--- config.mk ---
export PLATFORM = sky130hd
export DESIGN_NAME = bs_shift_arbiter_flat
export DESIGN_NICKNAME = d
export VERILOG_FILES = /design/src/rtl/bs_shift_arbiter_pkg.sv /design/src/rtl/bs_shift_arbiter_if.sv /design/src/rtl/bs_shift_arbiter_req_select.sv /design/src/rtl/bs_shift_arbiter.sv /design/src/flat_wrapper.sv
export SDC_FILE = /design/constraint.sdc
export NUM_CORES = 1
export LEC_CHECK = 0
export BUFFER_PORTS_ARGS = -buffer_cell sky130_fd_sc_hd__buf_2
export CAP_MARGIN = 10
export CORE_UTILIZATION = 40
export CTS_BUF_LIST = sky130_fd_sc_hd__clkbuf_8 sky130_fd_sc_hd__clkbuf_16
export CTS_CLUSTER_DIAMETER = 80
export DETAILED_ROUTE_END_ITERATION = 8
export PLACE_DENSITY = 0.8
export SLEW_MARGIN = 25
export SYNTH_ARGS = -nofsm -noshare
export SYNTH_HDL_FRONTEND = slang
export SYNTH_HIERARCHICAL = 1
export SYNTH_SLANG_ARGS = --single-unit
--- constraint.sdc ---
create_clock -name Clk -period 2.25 [get_ports Clk]
set_clock_uncertainty 0.1 [all_clocks]
set_input_delay 0.225 -clock Clk [delete_from_list [all_inputs] [get_ports Clk]]
set_output_delay 0.225 -clock Clk [all_outputs]
set_load 0.01 [all_outputs]
--- src/rtl/bs_shift_arbiter_pkg.sv ---
// Shared types and constants for the CAVLC barrel-shifter arbiter.
package bs_shift_pkg;

    typedef enum logic [1:0] {IDLE, SHIFT, ACK} bs_arb_state_t;

    localparam int MAX_SHIFT = 16;
    localparam int SHIFT_W   = 5;

endpackage

--- src/rtl/bs_shift_arbiter_if.sv ---
// Bus between the syntax-element decoders, the arbiter and the barrel shifter.
// slave: arbiter view; master: decoder/shifter view.
interface bs_shift_arbiter_if #(
    parameter int NUM_REQ = 4
);
    import bs_shift_pkg::*;

    logic [NUM_REQ-1:0]         ReqValid;
    logic [NUM_REQ*SHIFT_W-1:0] ReqNumShift;
    logic [NUM_REQ-1:0]         Ack;
    logic [15:0]                Window;
    logic                       BarrelShifterReady;
    logic [15:0]                BitstreamShifted;
    logic                       ShiftEn;
    logic [SHIFT_W-1:0]         NumShift;

    modport slave (
        input  ReqValid, ReqNumShift, BarrelShifterReady, BitstreamShifted,
        output Ack, Window, ShiftEn, NumShift
    );

    modport master (
        output ReqValid, ReqNumShift, BarrelShifterReady, BitstreamShifted,
        input  Ack, Window, ShiftEn, NumShift
    );
endinterface

--- src/rtl/bs_shift_arbiter_req_select.sv ---
// Combinational winner pick among pending requesters.
// BS_SHIFT_ARB_RR_EN: round-robin search starting at RrPtr; otherwise
// fixed priority with index 0 highest.
module bs_req_select
    import bs_shift_pkg::*;
#(
    parameter int NUM_REQ = 4,
    parameter int IDX_W   = $clog2(NUM_REQ)
) (
    input  logic [NUM_REQ-1:0] ReqValid,
`ifdef BS_SHIFT_ARB_RR_EN
    input  logic [IDX_W-1:0]   RrPtr,
`endif
    output logic [NUM_REQ-1:0] WinOneHot,
    output logic [IDX_W-1:0]   WinIdx
);

`ifdef BS_SHIFT_ARB_RR_EN
    // First pending requester at or after RrPtr, wrapping around
    always_comb begin
        logic           found;
        int             j;
        logic [IDX_W-1:0] jIdx;
        WinOneHot = '0;
        WinIdx    = '0;
        found     = 1'b0;
        j         = 0;
        jIdx      = '0;
        for (int k = 0; k < NUM_REQ; k++) begin
            j = int'(RrPtr) + k;
            if (j >= NUM_REQ) j = j - NUM_REQ;
            jIdx = IDX_W'(j);
            if (!found && ReqValid[jIdx]) begin
                found           = 1'b1;
                WinOneHot[jIdx] = 1'b1;
                WinIdx          = jIdx;
            end
        end
    end
`else
    // Lowest pending index wins; scanned downwards so the last hit is the lowest
    always_comb begin
        WinOneHot = '0;
        WinIdx    = '0;
        for (int i = NUM_REQ - 1; i >= 0; i--) begin
            if (ReqValid[i]) begin
                WinOneHot    = '0;
                WinOneHot[i] = 1'b1;
                WinIdx       = IDX_W'(i);
            end
        end
    end
`endif

endmodule

--- src/rtl/bs_shift_arbiter.sv ---
// Arbiter sharing the single CAVLC barrel shifter between NUM_REQ decoders.
// One transaction is IDLE (grant) -> SHIFT (ShiftEn strobe) -> ACK (Ack + Window).
// Optional macro BS_SHIFT_ARB_RR_EN selects round-robin instead of fixed priority.
module bs_shift_arbiter
    import bs_shift_pkg::*;
#(
    parameter int NUM_REQ = 4,
    parameter int CNT_W   = 32
) (
    input  logic              Clk,
    input  logic              Reset,
    input  logic              Enable,
    bs_shift_arbiter_if.slave bus,
    output logic              Busy,
    output logic              ShiftErr,
    output logic [CNT_W-1:0]  BitCount
);

    localparam int IDX_W = $clog2(NUM_REQ);

    bs_arb_state_t      state, stateNext;
    logic [NUM_REQ-1:0] grant_p0;
    logic [NUM_REQ-1:0] winOneHot;
    logic [IDX_W-1:0]   winIdx;
    logic [SHIFT_W-1:0] reqAmt;
    logic               start;
    logic               shiftEn_p1;
    logic [SHIFT_W-1:0] numShift_p1;
    logic               shiftErrQ;
    logic [CNT_W-1:0]   bitCountQ;

    function automatic logic [SHIFT_W-1:0] clampShift(input logic [SHIFT_W-1:0] amt);
        return (amt > SHIFT_W'(MAX_SHIFT)) ? SHIFT_W'(MAX_SHIFT) : amt;
    endfunction

`ifdef BS_SHIFT_ARB_RR_EN
    logic [IDX_W-1:0] rrPtr;

    bs_req_select #(.NUM_REQ(NUM_REQ), .IDX_W(IDX_W)) uSelect (
        .ReqValid (bus.ReqValid),
        .RrPtr    (rrPtr),
        .WinOneHot(winOneHot),
        .WinIdx   (winIdx)
    );

    // Round-robin pointer moves just past each winner
    always_ff @(posedge Clk) begin
        if (Reset || !Enable) begin
            rrPtr <= '0;
        end else if (start) begin
            rrPtr <= (winIdx == IDX_W'(NUM_REQ - 1)) ? '0 : winIdx + IDX_W'(1);
        end
    end
`else
    bs_req_select #(.NUM_REQ(NUM_REQ), .IDX_W(IDX_W)) uSelect (
        .ReqValid (bus.ReqValid),
        .WinOneHot(winOneHot),
        .WinIdx   (winIdx)
    );
`endif

    assign start = (state == IDLE) && Enable && bus.BarrelShifterReady && (|bus.ReqValid);

    // Shift amount requested by the current winner
    always_comb begin
        reqAmt = '0;
        for (int i = 0; i < NUM_REQ; i++) begin
            if (winIdx == IDX_W'(i)) reqAmt = bus.ReqNumShift[i*SHIFT_W +: SHIFT_W];
        end
    end

    // State register; Enable low parks the FSM in IDLE
    always_ff @(posedge Clk) begin
        if (Reset || !Enable) state <= IDLE;
        else                  state <= stateNext;
    end

    // Next-state: fixed three-cycle walk once a grant is taken
    always_comb begin
        stateNext = state;
        case (state)
            IDLE:    if (start) stateNext = SHIFT;
            SHIFT:   stateNext = ACK;
            ACK:     stateNext = IDLE;
            default: stateNext = IDLE;
        endcase
    end

    // Stage p0 -> p1: latch grant, shift strobe/amount, error flag, bit counter
    always_ff @(posedge Clk) begin
        if (Reset || !Enable) begin
            grant_p0    <= '0;
            shiftEn_p1  <= 1'b0;
            numShift_p1 <= '0;
            shiftErrQ   <= 1'b0;
            bitCountQ   <= '0;
        end else begin
            shiftEn_p1  <= start;
            numShift_p1 <= start ? clampShift(reqAmt) : '0;
            if (start) begin
                grant_p0 <= winOneHot;
                if (reqAmt > SHIFT_W'(MAX_SHIFT)) shiftErrQ <= 1'b1;
            end
            if (state == SHIFT) bitCountQ <= bitCountQ + CNT_W'(numShift_p1);
        end
    end

    // Enable gates the outputs so an abort takes effect in the same cycle
    assign bus.ShiftEn  = shiftEn_p1 & Enable;
    assign bus.NumShift = numShift_p1 & {SHIFT_W{Enable}};
    assign bus.Ack      = (state == ACK && Enable) ? grant_p0 : '0;
    assign bus.Window   = bus.BitstreamShifted;
    assign Busy         = (state != IDLE) && Enable;
    assign ShiftErr     = shiftErrQ & Enable;
    assign BitCount     = Enable ? bitCountQ : '0;

endmodule

--- src/flat_wrapper.sv ---
// flat-port wrapper written by rule: the top's interface ports become plain ports
module bs_shift_arbiter_flat import bs_shift_pkg::*;
#(
    parameter int NUM_REQ = 4,
    parameter int CNT_W   = 32
)
  (Clk, Reset, Enable, Busy, ShiftErr, BitCount, bus_ReqValid, bus_ReqNumShift, bus_BarrelShifterReady, bus_BitstreamShifted, bus_Ack, bus_Window, bus_ShiftEn, bus_NumShift);
  bs_shift_arbiter_if #(.NUM_REQ(NUM_REQ)) bus_i ();
  input  logic Clk;
  input  logic Reset;
  input  logic Enable;
  output logic Busy;
  output logic ShiftErr;
  output logic [CNT_W-1:0] BitCount;
  input wire logic [$bits(bus_i.ReqValid)-1:0] bus_ReqValid;
  input wire logic [$bits(bus_i.ReqNumShift)-1:0] bus_ReqNumShift;
  input wire logic [$bits(bus_i.BarrelShifterReady)-1:0] bus_BarrelShifterReady;
  input wire logic [$bits(bus_i.BitstreamShifted)-1:0] bus_BitstreamShifted;
  output wire logic [$bits(bus_i.Ack)-1:0] bus_Ack;
  output wire logic [$bits(bus_i.Window)-1:0] bus_Window;
  output wire logic [$bits(bus_i.ShiftEn)-1:0] bus_ShiftEn;
  output wire logic [$bits(bus_i.NumShift)-1:0] bus_NumShift;
  assign bus_i.ReqValid = bus_ReqValid;
  assign bus_i.ReqNumShift = bus_ReqNumShift;
  assign bus_i.BarrelShifterReady = bus_BarrelShifterReady;
  assign bus_i.BitstreamShifted = bus_BitstreamShifted;
  assign bus_Ack = bus_i.Ack;
  assign bus_Window = bus_i.Window;
  assign bus_ShiftEn = bus_i.ShiftEn;
  assign bus_NumShift = bus_i.NumShift;
  bs_shift_arbiter #(.NUM_REQ(NUM_REQ), .CNT_W(CNT_W)) u_core (.Clk(Clk), .Reset(Reset), .Enable(Enable), .bus(bus_i), .Busy(Busy), .ShiftErr(ShiftErr), .BitCount(BitCount));
endmodule
* Word level (Yosys, flattened, before mapping) *
Index checks and enable logic that the tools add are counted.

word-level totals
  register bits after elaboration = 45
  output and inout bits = 60
  word-level logic and storage cells = 50

cells by class
  $add $sub $neg = 1
  $lt $le $gt $ge = 1
  eq/ne operators = 6
  mux-type cells = 17
  bitwise operators = 4
  reduce and logical (&&, ||, !) cells = 14

operator list
  cell                  number
  $add A32 B5 Y32       1
  $mux W32              1
  $mux W5               5
  $mux W4               5
  $mux W2               5
  $eq A2 B2 Y1 const B  3
  $and A5 B5 Y5         1
  $gt A5 B5 Y1 const B  1
  $logic_and A1 B1 Y1   5
  $eq A2 B1 Y1 const B  2
  $logic_not A2 Y1      2
  $pmux W2 S2           1
  $reduce_or A4 Y1      1
  $reduce_or A3 Y1      1
  $and A1 B1 Y1         2
  $ne A2 B1 Y1 const B  1
  $reduce_and A2 Y1     1
  $reduce_bool A2 Y1    1
  $reduce_or A2 Y1      1
  $logic_not A1 Y1      1
  $logic_or A1 B1 Y1    1
  $not A1 Y1            1

* Logic depth before layout (Yosys ltp) *
Gate-level depths: netlist of the first run.

  depth after elaboration = 11
  gate-level depth with buffers = 8
  mapped depth without buffers = 7

* Cells and area by module *
The synthesis of the first run kept the hierarchy.

modules (own cells, without submodules)
  module            times used  cells each  area an instance (um^2)
  bs_shift_arbiter  1           287         2534.9
  bs_req_select     1           9           60.1

* Least setup slack after synthesis of the first run *
OpenSTA, ideal clock, no wires.

  kind = input port to flip-flop
  from = in bus_ReqValid[2]
  to = reg u_core.shiftErrQ
  library setup time = 117 ps
  arrival time = 1874 ps
  required time = 2033 ps
  path slack = 159 ps
  stages on the path = 6
  path buffers = 1
  cell sequence = nand2b_4 -> a21oi_1 -> buf_2 -> mux4_2 -> or4_1 -> a22o_1

between the ends
  word-level cells in the longest chain between the ends = 10
  elaborated cells on any way between the ends = 15
  those cells by class = 1 x order compare; 3 x eq/ne; 7 x mux; 4 x reduce/logical

RTL lines
  what                                  RTL line                           RTL
  start: declaration                    flat_wrapper.sv:15                 input wire logic [$bits(bus_i.ReqValid)-1:0] bus_ReqValid;
  $mux W2 * (3 in series)               bs_shift_arbiter_req_select.sv:46  if (ReqValid[i]) begin
  via u_core.winIdx[0]                  bs_shift_arbiter.sv:24             logic [IDX_W-1:0] winIdx;
  $logic_not A2 Y1                      bs_shift_arbiter.sv:68             if (winIdx == IDX_W'(i)) reqAmt = bus.ReqNumShift[i*SHIFT_W +: SHIFT_W];
  $mux W5 (3 in series)                 bs_shift_arbiter.sv:68
  $mux W5 *                             bs_shift_arbiter.sv:68
  $gt A5 B5 Y1 *                        bs_shift_arbiter.sv:102            if (reqAmt > SHIFT_W'(MAX_SHIFT)) shiftErrQ <= 1'b1;
  $reduce_and A2 Y1 (no source line) *  -
  end signal: assignment                bs_shift_arbiter.sv:95             shiftErrQ <= 1'b0;
  end signal: assignment                bs_shift_arbiter.sv:102
  end: declaration                      bs_shift_arbiter.sv:29             logic shiftErrQ;

Mark *: on every way through the listed nets, which the timed path passes. The rest lies on a longest branch.
A chain may end at the register's enable or synchronous reset.

* Worst setup path after layout of the first run *
  from = reg u_core.bitCountQ[4]
  to = reg u_core.bitCountQ[27]

between the ends
  word-level cells in the longest chain between the ends = 1

RTL lines
  what                      RTL line                 RTL
  start: declaration        bs_shift_arbiter.sv:30   logic [CNT_W-1:0] bitCountQ;
  start signal: assignment  bs_shift_arbiter.sv:104  if (state == SHIFT) bitCountQ <= bitCountQ + CNT_W'(numShift_p1);
  $add A32 B5 Y32           bs_shift_arbiter.sv:104

Every way passes these cells.

==> results of run 1 <==
[flip-flops by register name, summed over array words and instances (netlist names)]
signal and flops:
u_core/numShift_p1 5, u_core/grant_p0 4, u_core/shiftErrQ 1, u_core/bitCountQ 32, u_core/shiftEn_p1 1, u_core/state 2
[layout by cell type, fill, tap and decap left out, types with 2 or more instances in the layout]
cell type | Yosys | final
mux4_2 | 5 | 5
inv_1 | 6 | 6
clkbuf_8 | 0 | 6
and2_1 | 49 | 49
nor4_1 | 2 | 2
o21a_1 | 2 | 2
nor3_1 | 4 | 4
ha_1 | 5 | 5
o211ai_1 | 7 | 7
nor2_1 | 35 | 35
buf_2 | 2 | 71
a21oi_1 | 9 | 9
nor2b_1 | 3 | 3
nand2b_1 | 2 | 2
and3_1 | 5 | 5
o21ai_0 | 4 | 4
a22o_1 | 3 | 3
nand3_1 | 5 | 5
nor4_2 | 2 | 2
dfxtp_1 | 45 | 45
xnor2_1 | 4 | 4
mux2i_1 | 4 | 4
o21bai_1 | 2 | 2
nand4_1 | 13 | 13
xor2_1 | 23 | 23
nand2_1 | 13 | 13
buf_4 | 17 | 10
or3_1 | 2 | 2
[worst min-delay path by stage]
stage / startpoint / end / slack [ns]
floorplan: Reset / u_core/bitCountQ[31]$_SDFFE_PP0N_ / 0.32
global placement: bus_BitstreamShifted[5] / bus_Window[5] / 0.35
detailed placement: bus_BitstreamShifted[5] / bus_Window[5] / 0.35
CTS: Reset / u_core/shiftEn_p1$_SDFF_PP0_ / 0.14
global route: Reset / u_core/shiftEn_p1$_SDFF_PP0_ / 0.14
finish: Reset / u_core/shiftEn_p1$_SDFF_PP0_ / 0.15
[metrics by stage]
| step | total power [mW] | hold WS [ns] | setup slack [ns] | cells |
|---|---|---|---|---|
| final | 1.44 | 0.146 | 0.234 | 430 |
| after global routing | 1.50 | 0.137 | 0.0674 | 430 |
| after CTS | 1.45 | 0.138 | 0.225 | 430 |
| after detailed placement | 0.931 | 0.350 | 0.00171 | 422 |
| after global placement | 0.926 | 0.350 | 0.0470 | 422 |
| after floorplan | 0.912 | 0.316 | 0.159 | 296 |
[worst max-delay path, delay by kind of cell, from the launching register on]
kind	cells	cell delay, ns
and+or+nand+nor	2	0.72
adders and majority gates	1	0.34
AOI/OAI and AO/OA	3	0.45
DFF	1	0.34
[power groups by stage]
stage	combinational, mW	sequential (mW)	clock [mW]
floorplan	0.0916	0.820	0
global placement	0.105	0.821	0
detailed placement	0.110	0.821	0
CTS	0.110	0.803	0.543
global route	0.120	0.803	0.580
finish	0.109	0.802	0.526
[metal layers]
metal  share of wire [%]  wire length, um
met3                 4.5              251
met4                 2.2              125
met1                  46             2580
met5                   0                0
met2                  47             2670
[layout make-up]
| cell class | instances | area, um2 |
|---|---|---|
| Sequential cell | 45 | 901 |
| Inverter | 6 | 22.5 |
| Multi-Input combinational cell | 215 | 1490 |
| Fill cell | 597 | 3060 |
| Tap cell | 75 | 93.8 |
| Clock inverter | 2 | 13.8 |
| Clock buffer | 6 | 82.6 |
| Timing Repair Buffer | 81 | 430 |
[cell families (layout without fill, tap and decap cells)]
kind of cell,after synthesis,in the layout
AND/OR/NAND/NOR,142,142
XOR/XNOR,27,27
multiplexers,9,9
flip-flops,45,45
adder cells (fa/ha/maj),6,6
buffers and inverters,36,95
AO/OA/AOI/OAI,31,31
==> impl_metrics.json, run 1 <==
{
  "status": "completed",
  "r2r-end": "u_core/bitCountQ[27]$_SDFFE_PP0N_",
  "hold_viol": 0,
  "synth-simple-area-share_pct": 31.2,
  "synthMuxAreaShare_pct": 5.88,
  "ctsHtreeMaxLevel": 2,
  "synth_area_leader_cell": "dfxtp_1",
  "synthFlopType": "dfxtp_1",
  "use_met3_pct": 4.18,
  "post-cts-setup-buffers": 0,
  "num_antenna_cells": 0,
  "crit_fanout": 11,
  "synth_top_cells_by_count": "and2_1, dfxtp_1, nor2_1",
  "pwr-share-clk_pct": 36.6,
  "yosysTopAreaCellShare_pct": 34.7,
  "viasPerCell": 5.12,
  "relSlewSlack_pct": 47.7,
  "synth_edf_count": 0,
  "final_area_um2": 3040,
  "die_x_um": 82.5,
  "clkLatencyLatePin_ns": 0.30,
  "final_nets": 404,
  "cts.hold.buffers_added": 0,
  "synth-compound-area-share_pct": 8.15,
  "holdPathStages": 3,
  "root_buffer": "clkbuf_8",
  "initial_core_util_pct": 42.6,
  "p_comb_share_pct": 7.6,
  "power_density_nw_per_um2": 473,
  "ant_nets": 0,
  "reg2reg_from": "u_core/bitCountQ[4]$_SDFFE_PP0N_",
  "async_flop_share_pct": 0,
  "max_stage_delay_ns": 0.38,
  "synthXorXnorAreaFrac_pct": 9.11,
  "synthTopCellsByArea": "dfxtp_1, and2_1, xor2_1",
  "syn-cell-area_um2": 2590,
  "hold_path.class": "in2reg",
  "seqPwrFrac_pct": 55.9,
  "max_cap_viol_count": 0,
  "path_class": "reg2reg",
  "antenna_found_initial": 0,
  "wl_um": 5630,
  "cts_resized": 0,
  "synth_top_family_by_area": "simple AND/OR/NAND/NOR gates",
  "detailed_place.area_um2": 2940,
  "die_y_um": 82.5,
  "drive_above_1_share_pct": 28.5,
  "path_cells": "ha_1, a21oi_1, nand2_1, o211ai_2, or3_1, a21oi_1",
  "area_delta_synth_final_pct": 17.0,
  "globalRouteMet1Util_pct": 23.7,
  "yosys.cell_types.count": 40,
  "grt_max_degree": 44,
  "routedWlPerCell_um": 13.1,
  "cts_buffers": 5,
  "critPathSlowestCell": "or3_1",
  "setup_viol": 0,
  "crit_path_start": "u_core/bitCountQ[4]$_SDFFE_PP0N_",
  "drtIter0Drc": 131,
  "first_pass_iters": 4,
  "end_kind": "flop",
  "ys_seq_area_share_pct": 34.7,
  "fmax_mhz": 496,
  "required_ns": 2.38,
  "tightest_slew_ns": 0.778,
  "finalCritPeriodShare_pct": 89.6,
  "avgSynthCellArea_um2": 8.77,
  "crit_path_frequent_cell": "a21oi_1",
  "power_switching_uw": 333,
  "rows": 28,
  "p_sw_share_pct": 23.2,
  "cts_tree": "yes",
  "p_leak_nw": 1.40,
  "use_met2_pct": 29.1,
  "crit_path_end": "u_core/bitCountQ[27]$_SDFFE_PP0N_",
  "reg2reg_depth": 6,
  "top_usage_layer": "met2",
  "p_int_mw": 1.10,
  "yosys_warnings": 6,
  "globalplace.congestion": 0.842,
  "final_core_util_pct": 49.8,
  "r2r_setup_slack_ns": 0.23,
  "rsz0062_at_grt": "false",
  "finalCriticalPeriod_ns": 2.02,
  "cts.sinks": 45,
  "fp.coreArea_um2": 6100,
  "finalSetupTns_ns": 0,
  "clkSlewWorstSetupHoldPaths_ns": 0.09,
  "vdd_drop_max_v": 0.000209,
  "slew_viol_final": 0,
  "grt_pass1_vias": 2122,
  "syn_inst": 296,
  "io-pin-count": 104,
  "die_area_um2": 6810,
  "yosysMostFrequentCell": "and2_1",
  "start_kind": "flop",
  "overflow": 0,
  "vias": 2200,
  "synth_fa_ha_area_share_pct": 3.18,
  "drc": 0,
  "synth-seq-cells": 45,
  "grt_use_total_pct": 18.1,
  "grt_pass1_wl_um": 9580,
  "cp.arrival_ns": 2.15,
  "io_buffers": 71,
  "synthesis.nets": 346,
  "place.detailed.hpwl_um": 4180,
  "cts_buffer_depth": 2
}
Power figures use the tool's default switching activity.
==> inputs of run 2 (changes only) <==
==> constraint.sdc (replaced) <==
create_clock -name Clk -period 2.25 [get_ports Clk]
set_clock_uncertainty 0.1 [all_clocks]
set_input_delay 0.675 -clock Clk [delete_from_list [all_inputs] [get_ports Clk]]
set_output_delay 0.675 -clock Clk [all_outputs]
set_load 0.01 [all_outputs]
==> run 2 against run 1 <==
Net effect:
- the run now ends with negative setup slack left
- wire length grew 8.3%
- combinational power grew 20%
- non-clock buffer count grew 9
- cell area grew 4.0%
- sequential share of layout area shrank 1.1 points
- die area is the same
- flip-flop and latch count is the same
- global-route usage grew 1.1 points
- utilization grew 2.0 points
- register-to-register slack is essentially flat
- clock power grew 20%
==> impl_metrics.json, run 2 (same netlist as run 1, synthesis figures left out) <==
{
  "hold_viol": 0,
  "cts.sinks": 45,
  "hold_path.class": "reg2reg",
  "met1_length_um": 2630,
  "die_area_um2": 6810,
  "rows": 28,
  "vias": 2263,
  "finalCritPeriodShare_pct": 102,
  "wl_um": 6100,
  "fin_cells": 439,
  "ctsHtreeMaxLevel": 2,
  "max_stage_delay_ns": 0.53,
  "fin_hold_ws_ns": 0.387,
  "ant_nets": 0,
  "cts.hold.buffers_added": 0,
  "slew_viol_final": 0,
  "root_buffer": "clkbuf_8",
  "cts_buffers": 5,
  "violations": "negative setup slack",
  "crit_fanout": 5,
  "crit_buf_inv": 2,
  "largest_register": "u_core/bitCountQ",
  "reg2reg_from": "u_core/numShift_p1[0]$_SDFF_PP0_",
  "critPathSlowestCell": "or4_1",
  "reg_top3": "u_core/bitCountQ (32), u_core/numShift_p1 (5), u_core/grant_p0 (4)",
  "clkLatencyLatePin_ns": 0.30,
  "fp.coreArea_um2": 6100,
  "antenna_found_initial": 0,
  "maxUsedRoutingLayer": "met4",
  "io_buffers": 71,
  "placed_cells_incl_taps": 430,
  "grt_use_total_pct": 19.1,
  "largest_reg_flops": 32,
  "place.detailed.hpwl_um": 4550,
  "r2r-end": "u_core/bitCountQ[28]$_SDFFE_PP0N_",
  "grt_pass1_vias": 2198,
  "cts_tree": "yes",
  "drive_above_1_share_pct": 30.2,
  "grt_pass1_wl_um": 9800,
  "initial_core_util_pct": 42.6,
  "first_pass_iters": 4,
  "r2r_setup_slack_ns": 0.22,
  "num_antenna_cells": 0,
  "cp.depth": 7,
  "drc": 0,
  "io-pin-count": 104,
  "routedWlPerCell_um": 13.9,
  "whs_endpoint": "u_core/bitCountQ[0]$_SDFFE_PP0N_",
  "drtIter0Drc": 139,
  "final_core_util_pct": 51.8,
  "p_leak_nw": 1.47,
  "area_delta_synth_final_pct": 21.7,
  "end_kind": "flop",
  "layout_commonest_cell": "buf_2",
  "die_x_um": 82.5,
  "status": "finished, violations left",
  "dr_wl_met2_um": 2950,
  "relSlewSlack_pct": 66.1,
  "holdPathStages": 2,
  "path_class": "in2reg",
  "reg2reg_depth": 8,
  "grt_max_degree": 26,
  "crit_path_frequent_cell": "buf_6",
  "path_cells": "buf_6, nand2b_4, a21oi_4, buf_6, mux4_2, or4_1, a22o_1",
  "critPathTopFamily": "simple AND/OR/NAND/NOR gates",
  "fmax_mhz": 437,
  "final_area_um2": 3160,
  "final-seq-area_um2": 901,
  "rsz0062_at_grt": "true",
  "final_nets": 413,
  "power_density_nw_per_um2": 495,
  "multiInputGateArea_um2": 1500,
  "vdd_drop_max_v": 0.000237,
  "overflow": 0,
  "die_y_um": 82.5,
  "layout_common_cells": "buf_2, and2_1, dfxtp_1, nor2_1, xor2_1",
  "tightest_slew_ns": 0.508,
  "pre_cts_slack_ns": -0.383,
  "setup_viol": 1,
  "detailed_place.area_um2": 3020,
  "max_cap_viol_count": 0,
  "hold_start": "u_core/bitCountQ[0]$_SDFFE_PP0N_",
  "cts_buffer_depth": 2,
  "routed-wl-met3_um": 282,
  "globalplace.congestion": 0.816,
  "cp.arrival_ns": 2.39,
  "fillCellCount": 594,
  "start_kind": "primary input",
  "fin_ws_ns": -0.0371,
  "finalCriticalPeriod_ns": 2.29,
  "viasPerCell": 5.15,
  "clkSlewWorstSetupHoldPaths_ns": 0.08,
  "required_ns": 2.35
}
## run 2: changes by cell type in the layout (fill, tap and decap cells not counted), sizes merged
cell / before / now
inv: 6 / 7
clkinv: 2 / 0
buf: 81 / 90
bufinv: 0 / 1
## run 2: worst reg2reg max path, stage by stage (launching register included)
cell and delay [ns]:
dfxtp_1 0.32, ha_1 0.23, fa_1 0.41, a21oi_1 0.20, o21ai_0 0.12, buf_4 0.20, nand4_1 0.12, xor2_1 0.18
nor2_1 0.05
## run 2: cell type report
| type | count | area share (%) |
|---|---|---|
| Clock buffer | 6 | 2.61 |
| Clock inverter | 2 | 1.07 |
| Inverter | 6 | 0.713 |
| Multi-Input combinational cell | 215 | 47.6 |
| Sequential cell | 45 | 28.5 |
| Tap cell | 75 | 2.97 |
| Timing Repair Buffer | 90 | 16.5 |
## run 2: stage by stage
step / power, mW / TNS, ns
3_5_place_dp: 0.946 / -0.722
6_report: 1.56 / -0.0371
3_3_place_gp: 0.940 / -0.419
5_1_grt: 1.63 / -0.0535
4_1_cts: 1.58 / -0.0289
2_1_floorplan: 0.914 / -0.201
## run 2: power breakdown
part | internal [mW] | switching [mW]
Combinational | 0.0691 | 0.0616
Clock | 0.358 | 0.274
Sequential | 0.800 | 0.00296
Total | 1.23 | 0.338
## run 2: worst max path at each step
stage / startpoint / end / slack, ns
floorplan: bus_ReqValid[2] / u_core/shiftErrQ$_SDFFE_PP0P_ / -0.20
global placement: bus_ReqValid[2] / u_core/shiftErrQ$_SDFFE_PP0P_ / -0.34
detailed placement: bus_ReqValid[2] / u_core/shiftErrQ$_SDFFE_PP0P_ / -0.38
CTS: bus_ReqValid[2] / u_core/shiftErrQ$_SDFFE_PP0P_ / -0.03
global route: bus_ReqValid[2] / u_core/shiftErrQ$_SDFFE_PP0P_ / -0.05
finish: bus_ReqValid[2] / u_core/shiftErrQ$_SDFFE_PP0P_ / -0.04
## run 2: timing repair
action	in CTS	in global routing
setup buffers	1	0
gates resized for setup	2	1
cloned	0	0
pin swaps	0	0
setup endpoints to repair	1	1
## run 2: per-layer routing
metal | GRT usage (%) | vias up
met4 | 10.9 | 0
met5 | 0 | -
met2 | 32.5 | 58
met1 | 22.1 | 1053
met3 | 4.40 | 24
li1 | - | 1128
